==> config.mk <==
export PLATFORM = sky130hd
export DESIGN_NAME = piso_shift_tx
export DESIGN_NICKNAME = d
export VERILOG_FILES = /design/src/rtl/piso_pkg.sv /design/src/rtl/shift_bit_counter.sv /design/src/rtl/piso_shift_tx.sv
export SDC_FILE = /design/constraint.sdc
export NUM_CORES = 1
export LEC_CHECK = 0
export BUFFER_PORTS_ARGS = -buffer_cell sky130_fd_sc_hd__buf_2
export CORE_AREA = 5 5 42 44
export DETAILED_ROUTE_END_ITERATION = 12
export DIE_AREA = 0 0 47 49
export PLACE_DENSITY_LB_ADDON = 0.05
export SYNTH_ARGS = -nofsm -noshare
export SYNTH_HDL_FRONTEND = slang
export SYNTH_SLANG_ARGS = --single-unit
export TNS_END_PERCENT = 1
==> constraint.sdc <==
create_clock -name clk -period 1.2 [get_ports clk]
set_input_delay 0.06 -clock clk [delete_from_list [all_inputs] [get_ports clk]]
set_output_delay 0.06 -clock clk [all_outputs]
set_load 0.02 [all_outputs]
==> src/rtl/piso_pkg.sv <==
// Shared definitions for the parallel-in serial-out transmitter.
//   state_e   : transmitter FSM states (idle / shifting a word out)
//   cnt_width : bit-counter width for an N-bit word
package piso_pkg;

  typedef enum logic [0:0] {
    StIdle,
    StShift
  } state_e;

  // $clog2 wrapper; N >= 2 always yields at least one bit.
  function automatic int unsigned cnt_width(input int unsigned n);
    return (n < 2) ? 1 : $clog2(n);
  endfunction

endpackage

==> src/rtl/shift_bit_counter.sv <==
// Bit-position counter for the serialiser.
//   clk   : rising-edge clock
//   reset : synchronous active-low reset (count -> 0)
//   clear : load zero (takes priority over inc)
//   inc   : advance by one
//   count : current bit index, 0..N-1
//   tc    : terminal count, high when count == N-1
module shift_bit_counter
  import piso_pkg::*;
#(
  parameter int unsigned N = 4,
  localparam int unsigned CntW = cnt_width(N)
) (
  input  logic            clk,
  input  logic            reset,
  input  logic            clear,
  input  logic            inc,
  output logic [CntW-1:0] count,
  output logic            tc
);

  logic [CntW-1:0] count_q, count_d;

  always_comb begin
    count_d = count_q;
    if (clear) begin
      count_d = '0;
    end else if (inc) begin
      count_d = count_q + CntW'(1);
    end
  end

  always_ff @(posedge clk) begin
    if (!reset) begin
      count_q <= '0;
    end else begin
      count_q <= count_d;
    end
  end

  assign count = count_q;
  assign tc    = (count_q == CntW'(N - 1));

endmodule

==> src/rtl/piso_shift_tx.sv <==
// Parallel-in serial-out transmitter. Accepts an N-bit word on a valid/ready
// handshake and shifts it out one bit per clock; back-to-back words are sent
// with no idle gap by reloading on the last bit.
//   clk          : rising-edge clock
//   reset        : synchronous active-low reset
//   load_valid   : parallel_in holds a word to send
//   parallel_in  : word to serialise, sampled only on accept
//   load_ready   : a word can be accepted this cycle
//   serial_out   : current serial bit (0 when not valid)
//   serial_valid : serial_out carries a data bit
//   frame_last   : high with the final bit of each word
//   busy         : a word is in flight (same as serial_valid)
module piso_shift_tx
  import piso_pkg::*;
#(
  parameter int unsigned N         = 4,
  parameter bit          MSB_FIRST = 1'b1
) (
  input  logic         clk,
  input  logic         reset,
  input  logic         load_valid,
  input  logic [N-1:0] parallel_in,
  output logic         load_ready,
  output logic         serial_out,
  output logic         serial_valid,
  output logic         frame_last,
  output logic         busy
);

  localparam int unsigned CntW = cnt_width(N);

  state_e          state_q, state_d;
  logic [N-1:0]    sreg_q, sreg_d;
  logic [CntW-1:0] bit_cnt;
  logic            cnt_tc;
  logic            cnt_clear;
  logic            cnt_inc;
  logic            in_shift;
  logic            accept;

  assign in_shift = (state_q == StShift);
  // load_ready depends only on state and counter, so this has no loop.
  assign accept   = load_valid && load_ready;

  // Counter is cleared on every accept and when a word finishes, so it sits
  // at zero in idle and never runs past N-1.
  assign cnt_clear = accept || (in_shift && cnt_tc);
  assign cnt_inc   = in_shift && !cnt_tc;

  shift_bit_counter #(
    .N (N)
  ) u_bit_counter (
    .clk   (clk),
    .reset (reset),
    .clear (cnt_clear),
    .inc   (cnt_inc),
    .count (bit_cnt),
    .tc    (cnt_tc)
  );

  // State register
  always_ff @(posedge clk) begin
    if (!reset) begin
      state_q <= StIdle;
    end else begin
      state_q <= state_d;
    end
  end

  // Next-state logic
  always_comb begin
    state_d = state_q;
    unique case (state_q)
      StIdle: begin
        if (accept) state_d = StShift;
      end
      StShift: begin
        if (cnt_tc && !accept) state_d = StIdle;
      end
      default: state_d = StIdle;
    endcase
  end

  // Outputs
  always_comb begin
    load_ready   = 1'b0;
    serial_out   = 1'b0;
    serial_valid = 1'b0;
    frame_last   = 1'b0;
    busy         = 1'b0;
    unique case (state_q)
      StIdle: begin
        load_ready = 1'b1;
      end
      StShift: begin
        load_ready   = cnt_tc;
        serial_out   = MSB_FIRST ? sreg_q[N-1] : sreg_q[0];
        serial_valid = 1'b1;
        frame_last   = cnt_tc;
        busy         = 1'b1;
      end
      default: ;
    endcase
  end

  // Shift register: load on accept, otherwise shift with zero fill.
  always_comb begin
    sreg_d = sreg_q;
    if (accept) begin
      sreg_d = parallel_in;
    end else if (in_shift) begin
      if (MSB_FIRST) begin
        sreg_d = {sreg_q[N-2:0], 1'b0};
      end else begin
        sreg_d = {1'b0, sreg_q[N-1:1]};
      end
    end
  end

  always_ff @(posedge clk) begin
    if (!reset) begin
      sreg_q <= '0;
    end else begin
      sreg_q <= sreg_d;
    end
  end

  logic unused_cnt;
  assign unused_cnt = ^bit_cnt;

endmodule

# --- After elaboration in Yosys (flattened, before gate mapping) ---
# Cells that the tools add are included.
word_totals:
  reg_bits: 7
  inputBits: 7
  output_inout_bits: 5
  wordCells: 25
op_classes:
  addsub: 1
  n_eq_ne: 1
  mux: 9
  bitwise_logic: 2
  n_reduce_logical: 9
ops:
  columns: ["operator", "n"]
  rows:
  - ["$mux 4", 2]
  - ["$mux 1", 5]
  - ["$logic_and 1x1->1", 4]
  - ["$pmux 1 s2", 2]
  - ["$add 2x1->2 const B", 1]
  - ["$eq 2x2->1 const B", 1]
  - ["$logic_not 1->1", 2]
  - ["$not 1->1", 2]
  - ["$reduce_bool 2->1", 1]
  - ["$reduce_or 2->1", 1]
  - ["$logic_or 1x1->1", 1]

# --- Depth between registers and ports, before layout ---
# Gate-level depths: netlist of run 1.
depth:
  depth_word: 7
  mapped_depth: 5
  depth_no_buf: 5

# --- Hierarchy ---
# A second synthesis of run 1 with hierarchy kept.
unflattened:
  hier_cells: 38
  area_unflattened_um2: 345.3
modules_own_cells:
  columns: ["module", "n_inst", "cells_per_inst", "area_each_um2", "seq_area_each_um2"]
  rows:
  - ["piso_shift_tx", 1, 30, 260.2, 100.1]
  - ["shift_bit_counter", 1, 8, 85.1, 40.0]

# --- Worst setup path before layout of run 1 ---
# Ideal clock, no wire load.
synth_path:
  path_type: "register -> register"
  from: "register state_q (netlist: in_shift)"
  to: "register sreg_q[0]"
  setup_ns: 0.118
  arrival_ns: 1.099
  required_time_ns: 1.082
  setup_slack_ns: -0.017
  stages_incl_launch_ff: 5
  n_path_buf: 0
  period_less_slack_ns: 1.217
  path_cell_list: "dfxtp_1 > and2b_4 > inv_2 > a32oi_1 > nor2b_1"
synth_via:
  elab_chain_len: 4
  elab_cells_between_ends: 5
  cone_classes: "2 x mux; 1 x bitwise; 2 x reduce/logical"
synth_lines:
  columns: ["element", "line", "text"]
  rows:
  - ["from (decl)", "piso_shift_tx.sv:32", "state_e state_q, state_d;"]
  - ["from (signal assigned)", "piso_shift_tx.sv:64", "state_q <= StIdle;"]
  - ["from (signal assigned)", "piso_shift_tx.sv:66", "state_q <= state_d;"]
  - ["$not 1->1", null, null]
  - ["$pmux 1 s2 (*)", "piso_shift_tx.sv:91", "unique case (state_q)"]
  - ["net load_ready", "piso_shift_tx.sv:23", "output logic load_ready,"]
  - ["$logic_and 1x1->1 (*)", "piso_shift_tx.sv:43", "assign accept = load_valid && load_ready;"]
  - ["$mux 4 / $reduce_bool 2->1 (equally long branches)", null, null]
  - ["to (signal assigned)", "piso_shift_tx.sv:124", "sreg_q <= sreg_d;"]
  - ["to (decl)", "piso_shift_tx.sv:33", "logic [N-1:0] sreg_q, sreg_d;"]
# Mark *: on every way through the listed nets, which the timed path passes. The rest lies on a longest branch.
# A chain may end at the register's enable or synchronous reset.

# --- Worst setup path after layout of run 1 ---
layout_path:
  from: "register u_bit_counter.count_q[1] (netlist: u_bit_counter.count[1])"
  to: "output port load_ready"
layout_via:
  elab_chain_len: 2
layout_lines:
  columns: ["element", "line", "text"]
  rows:
  - ["from (decl)", "shift_bit_counter.sv:22", "logic [CntW-1:0] count_q, count_d;"]
  - ["from (signal assigned)", "shift_bit_counter.sv:37", "count_q <= count_d;"]
  - ["$eq 2x2->1", "shift_bit_counter.sv:42", "assign tc = (count_q == CntW'(N - 1));"]
  - ["$pmux 1 s2", "piso_shift_tx.sv:91", null]
  - ["to (decl)", "piso_shift_tx.sv:23", null]
# No other way between the ends.

==> results.cfg, run 1 <==
[run_status]
status = finished, violations left
violations_in_the_final_reports = negative setup slack

[finish]
design.final.nets = 64
sequential_cell_area_um2 = 144
cell_count_final_fillers_out = 71
fillCellCount = 158
area_growth_from_synthesis_to_layout_pct = 51.5
diodes_inserted = 0
drive_above_1_share_pct = 52.7
footprint_of_the_multi_input_gates_um2 = 184
post-route-util_pct = 35.7
post-route-cell-area_um2 = 500

[global_route]
first_pass_grt_wire_length_um = 1410
initial_antenna_violation_count = 0
maximum_number_of_pins_on_one_net_before_global_route_repair = 11
grt_usage_pct = 8.53
first_global_vias = 325
globalRouteOverflowTotal = 0

[floorplanning]
initial_utilization_pct = 23.6
fp.coreArea_um2 = 1400
die_area_um2 = 2300
core.rowCount = 14
die-width_um = 47
top_level_ports = 12
die-height_um = 49

[route]
drt_pre_antenna_iters = 2
avgRoutedWirePerCell_um = 13.2
routed_wirelength_um = 935
number_of_vias_in_the_routed_layout = 338
drt_iter0_drc = 2
detail-route-antenna-nets = 0
remaining_drc_errors = 0
vias_per_cell = 4.76

[setup_path]
reg_to_reg_critical_path_endpoint = sreg_q[3]$_SDFFE_PN0P_
crit_required_ns = 1.14
critical_path.cell_chain = ha_4 > and2b_4 > inv_4 > buf_6
slowest_delay_ns = 0.33
cp-end-kind = output port
crit_cells = 4
reg2regPathDepth = 5
timing.setup.critical_path_class = register to output port
crit_buf_inv = 2
arrival_time_worst_endpoint_ns = 1.17
setup.worst_path.start_class = register
reg2reg_setup_slack_ns = 0.02
timing.critical_path.slowest_stage_cell = sky130_fd_sc_hd__dfxtp_2
maximum_net_fanout_on_the_critical_path = 5
rr_startpoint = u_bit_counter.count[1]$_SDFFE_PP0P_
path_delay_family = flip-flops

[timing]
timing_hold_violations_final = 0
final-max-slew-violation-count = 0
setup_viol_count_final = 2
min_period_ns = 1.23
fmax_mhz = 815
setup_skew_ns = 0.000485
period_share_pct = 102
worstMarginPinSlew_ns = 0.368
relSlewSlack_pct = 75.4
setup_slack_ns = -0.0270
unrepaired_setup_endpoints_after_global_routing = true
totalNegativeSetupSlack_ns = -0.0373

[clock_tree]
worst_setup_hold_path_clk_slew_ns = 0.05
cts_num_sinks = 7
root_buffer = sky130_fd_sc_hd__clkbuf_4
clk-insertion-delay-late_ns = 0.25
cts-buffers-inserted = 3
clock_path_buffers = 2
cts_tree = yes
clock_tree.htree_level_count = 1
cts-hold-fix-buffers = 0

[synthesis]
synth_area_per_cell_um2 = 9.18
yosysWarningCount = 0
yosysSeqAreaShare_pct = 42.4
synthArstFlopShare_pct = 0
most_instantiated_library_cell_after_synthesis = sky130_fd_sc_hd__dfxtp_1
synth_cell_count_leaders = 7 x sky130_fd_sc_hd__dfxtp_1, 3 x sky130_fd_sc_hd__nor2b_1, 3 x sky130_fd_sc_hd__o31ai_1
synthesis.area_um2 = 330
post_synth_edffs = 0
synthesis.nets = 44
syn_inst = 36
postSynth.topFlopCell = sky130_fd_sc_hd__dfxtp_1
synth_seq_cells = 7
synth.lib_cells_used.distinct = 20
synth.top_cell.area_share_pct = 42.4
synth_largest_area_cell = sky130_fd_sc_hd__dfxtp_1
ys_top_cells_by_area = sky130_fd_sc_hd__dfxtp_1 42%, sky130_fd_sc_hd__o31ai_1 6.8%, sky130_fd_sc_hd__nor2b_1 5.7%

[min_path]
worstHoldPathCells = 3
hold_end = sreg_q[0]$_SDFFE_PN0P_
worstHoldPathType = input pin to register
worst_hold_startpoint = parallel_in[0]

[power]
leakagePower_nw = 0.218
clock_power_share_pct = 35.8
swShare_pct = 26.5
ir_worst_vdd_v = 0.000509
power_density_nw_per_um2 = 1180
intPower_uw = 434
power.combinational.fraction_pct = 19.1
power.sequential.fraction_pct = 45.1
power_switching_uw = 157

[place]
placement.setup.worst_slack_ns = -0.00361
place.port_buffers = 11
postPlaceCellArea_um2 = 427
placedCellCount = 65
globalplace.congestion = 0.683
place_hpwl_um = 644

[job]
maxCapViolations = 0
## worst reg2reg max path, cell delays in order (launching register included)
cell,delay (ns)
sky130_fd_sc_hd__dfxtp_2,0.33
sky130_fd_sc_hd__ha_4,0.15
sky130_fd_sc_hd__and2b_4,0.26
sky130_fd_sc_hd__inv_4,0.05
sky130_fd_sc_hd__a31oi_1,0.17
sky130_fd_sc_hd__a21oi_1,0.09
## cell type report
cell class	instances	area share [%]
tap	16	4.00
inverter	3	2.75
clock buffer	4	5.25
sequential	7	28.7
multi-input combinational	24	36.7
timing repair buffer	17	22.5
## kinds of logic after synthesis
kind of cell	count (synthesis)	synth area share, %
AO/OA/AOI/OAI	13	26.1
adder cells (fa/ha/maj)	1	3.79
buffers and inverters	5	7.20
flip-flops	7	42.4
multiplexers	1	3.03
AND/OR/NAND/NOR	9	17.4
## per-layer routing
metal | wire length [µm] | track usage [%] | up-vias
li1 | - | - | 168
met1 | 342 | 9.69 | 159
met2 | 519 | 13.3 | 8
met3 | 49 | 2.21 | 3
met4 | 24 | 5.53 | 0
met5 | 0 | 0 | -
## through the flow
step | power, mW | hold slack, ns
finish | 0.591 | 0.0971
global route | 0.622 | 0.124
CTS | 0.586 | 0.0988
detailed placement | 0.366 | 0.360
global placement | 0.362 | 0.351
floorplan | 0.326 | 0.188
## state kept, by name, indices dropped and copies added (netlist names)
name / count
in_shift: 1
sreg_q: 4
u_bit_counter.count: 2
## placed cells by master, fill, tap and decap left out, types with 2 or more instances in the layout
master | netlist | final
sky130_fd_sc_hd__a21oi_1 | 2 | 2
sky130_fd_sc_hd__inv_1 | 2 | 2
sky130_fd_sc_hd__o31ai_1 | 3 | 3
sky130_fd_sc_hd__and2_2 | 2 | 2
sky130_fd_sc_hd__nor3_1 | 2 | 2
sky130_fd_sc_hd__buf_6 | 0 | 2
sky130_fd_sc_hd__nor2b_1 | 3 | 3
sky130_fd_sc_hd__a31oi_1 | 2 | 2
sky130_fd_sc_hd__dfxtp_2 | 0 | 3
sky130_fd_sc_hd__dfxtp_1 | 7 | 4
sky130_fd_sc_hd__buf_2 | 1 | 9
sky130_fd_sc_hd__clkbuf_4 | 0 | 3
sky130_fd_sc_hd__buf_4 | 1 | 6
## timing repair
action	4_1_cts	5_1_grt
endpoints found under the setup margin	4	8
resized for setup	4	7
setup buffers	0	2
pin swaps	0	2
gates cloned	0	0
## how the worst max path moves through the flow
stage | startpoint | endpoint | slack, ns
final | u_bit_counter.count[1]$_SDFFE_PP0P_ | load_ready | -0.03
after detailed placement | u_bit_counter.count[0]$_SDFFE_PP0P_ | sreg_q[3]$_SDFFE_PN0P_ | -0.004
after CTS | u_bit_counter.count[0]$_SDFFE_PP0P_ | load_ready | -0.04
after floorplan | u_bit_counter.count[0]$_SDFFE_PP0P_ | sreg_q[0]$_SDFFE_PN0P_ | 0.008
after global placement | u_bit_counter.count[0]$_SDFFE_PP0P_ | sreg_q[3]$_SDFFE_PN0P_ | 0.02
after global routing | u_bit_counter.count[1]$_SDFFE_PP0P_ | load_ready | -0.06
## power groups by stage
stage / combinational, mW / clock, mW / sequential [mW]
2_1_floorplan: 0.0595 / 0 / 0.267
3_3_place_gp: 0.0955 / 0 / 0.267
3_5_place_dp: 0.0980 / 0 / 0.268
4_1_cts: 0.103 / 0.220 / 0.264
5_1_grt: 0.126 / 0.228 / 0.268
6_report: 0.113 / 0.212 / 0.266
(Power assumes the default switching activity.)
==> run 2, diff against run 1 <==
--- a/config.mk
+++ b/config.mk
@@ -5,7 +5,7 @@
 export SDC_FILE = /design/constraint.sdc
 export NUM_CORES = 1
 export LEC_CHECK = 0
-export BUFFER_PORTS_ARGS = -buffer_cell sky130_fd_sc_hd__buf_2
+export BUFFER_PORTS_ARGS = -buffer_cell sky130_fd_sc_hd__buf_4
 export CORE_AREA = 5 5 42 44
 export DETAILED_ROUTE_END_ITERATION = 12
 export DIE_AREA = 0 0 47 49
==> run 2 against run 1 <==
Compared with the run above:
- the run still ends with negative setup slack left
- combinational power grew 28%
- critical path type is now register to register
- die area is the same
- register-to-register slack got worse by 0.12 ns
- wire length decreased by 5.3%
- cell count rose by 2.8%
- worst setup slack worse by 0.075 ns
==> results.cfg, run 2 (synthesis gave the netlist of run 1 again) <==
[timing]
final-max-slew-violation-count = 0
min_period_ns = 1.30
period_share_pct = 108
setup_slack_ns = -0.102
relSlewSlack_pct = 72.0
worstMarginPinSlew_ns = 0.418
timing_hold_violations_final = 0
setup_viol_count_final = 6
unrepaired_setup_endpoints_after_global_routing = true
fin_worst_hold_slack_ns = 0.0904
setup_skew_ns = 0.00222
fmax_mhz = 768

[clock_tree]
worst_setup_hold_path_clk_slew_ns = 0.05
root_buffer = sky130_fd_sc_hd__clkbuf_4
cts_num_sinks = 7
cts-buffers-inserted = 3
clock_tree.htree_level_count = 1
clk-insertion-delay-late_ns = 0.24
clock_path_buffers = 2
cts_tree = yes
cts-hold-fix-buffers = 0

[finish]
top_register = sreg_q
final_common_cell = sky130_fd_sc_hd__buf_4
footprint_of_the_multi_input_gates_um2 = 214
design.final.nets = 66
diodes_inserted = 0
largest_register_ff_count = 4
layout.cells.most_common_list = 15 x sky130_fd_sc_hd__buf_4, 4 x sky130_fd_sc_hd__buf_6, 4 x sky130_fd_sc_hd__dfxtp_1
drive_above_1_share_pct = 63.2
sequential_cell_area_um2 = 144
fillCellCount = 153
cell_count_final_fillers_out = 73
area_growth_from_synthesis_to_layout_pct = 74.2

[place]
place_hpwl_um = 641
place.port_buffers = 11
globalplace.congestion = 0.746
placedCellCount = 66

[floorplanning]
fp.coreArea_um2 = 1400
top_level_ports = 12
initial_utilization_pct = 23.6
die-height_um = 49
die-width_um = 47
core.rowCount = 14
die_area_um2 = 2300

[min_path]
worst_hold_startpoint = reset
worstHoldPathType = input pin to register

[setup_path]
maximum_net_fanout_on_the_critical_path = 4
arrival_time_worst_endpoint_ns = 1.43
setup.worst_path.start_class = register
crit_required_ns = 1.33
rr_startpoint = u_bit_counter.count[1]$_SDFFE_PP0P_
critical_path.startpoint = u_bit_counter.count[1]$_SDFFE_PP0P_
timing.setup.critical_path_class = register to register
cp-end-kind = register

[route]
remaining_drc_errors = 0
detail-route-antenna-nets = 0
avgRoutedWirePerCell_um = 12.1
routed_wirelength_um = 885
vias_per_cell = 4.68
drt_pre_antenna_iters = 1
drt_iter0_drc = 0
number_of_vias_in_the_routed_layout = 342

[global_route]
initial_antenna_violation_count = 0
first_pass_grt_wire_length_um = 1460
maximum_number_of_pins_on_one_net_before_global_route_repair = 11
first_global_vias = 346
grt_usage_pct = 8.82
globalRouteOverflowTotal = 0

[job]
maxCapViolations = 0

[power]
ir_worst_vdd_v = 0.000517
power_density_nw_per_um2 = 1080
p_total_uw = 620
leakagePower_nw = 0.241

[run_status]
status = finished, violations left
violations_in_the_final_reports = negative setup slack
## run 2: cell type report
cell class,count,area share [%]
clock buffers,4,4.57
inverters,3,2.39
multi-input cells,24,37.2
flip-flops and latches,7,25.0
well taps,16,3.48
repair buffers,19,27.4
## run 2: final timing paths
path | end | slack (ns) | depth (start not counted)
setup / recovery | sreg_q[1]$_SDFFE_PN0P_ | -0.10 | 6
setup reg to reg | sreg_q[1]$_SDFFE_PN0P_ | -0.10 | 6
hold reg to reg | sreg_q[3]$_SDFFE_PN0P_ | 0.48 | 2
hold / removal | u_bit_counter.count[0]$_SDFFE_PP0P_ | 0.09 | 2
## run 2: power by group
group	internal, mW	switching [mW]
clock	0.127	0.0830
combinational	0.0789	0.0662
sequential	0.250	0.0152
## run 2: what timing repair did
item / in CTS / in global routing
buffers inserted: 2 / 1
setup endpoints to repair: 5 / 8
resized for setup: 11 / 6
pin swaps: 4 / 2
## run 2: critical path: stages (launching register included)
cell and delay, ns:
sky130_fd_sc_hd__dfxtp_2 0.33, sky130_fd_sc_hd__ha_4 0.16, sky130_fd_sc_hd__and2b_4 0.26, sky130_fd_sc_hd__inv_4 0.03
sky130_fd_sc_hd__buf_4 0.13, sky130_fd_sc_hd__a31oi_2 0.18, sky130_fd_sc_hd__a21oi_1 0.09
## run 2: metal layers
layer  vias to the layer above  GRT usage, %  wire length [µm]
met1                       156          9.49               347
met5                         -             0                 0
met2                         7          14.3               461
met4                         0          5.53                23
met3                         4          2.58                52
li1                        175             -                 -
## run 2: stage by stage
| step | TNS, ns | setup WS, ns | cell area, µm² | utilization [%] |
|---|---|---|---|---|
| finish | -0.378 | -0.102 | 576 | 41.1 |
| global route | -0.666 | -0.124 | 576 | 41.1 |
| CTS | -0.452 | -0.104 | 539 | 38.5 |
| detailed placement | -0.0619 | -0.0452 | 462 | 32.9 |
| global placement | -0.0156 | -0.0156 | 462 | 32.9 |
| floorplan | 0 | 0.00756 | 334 | - |
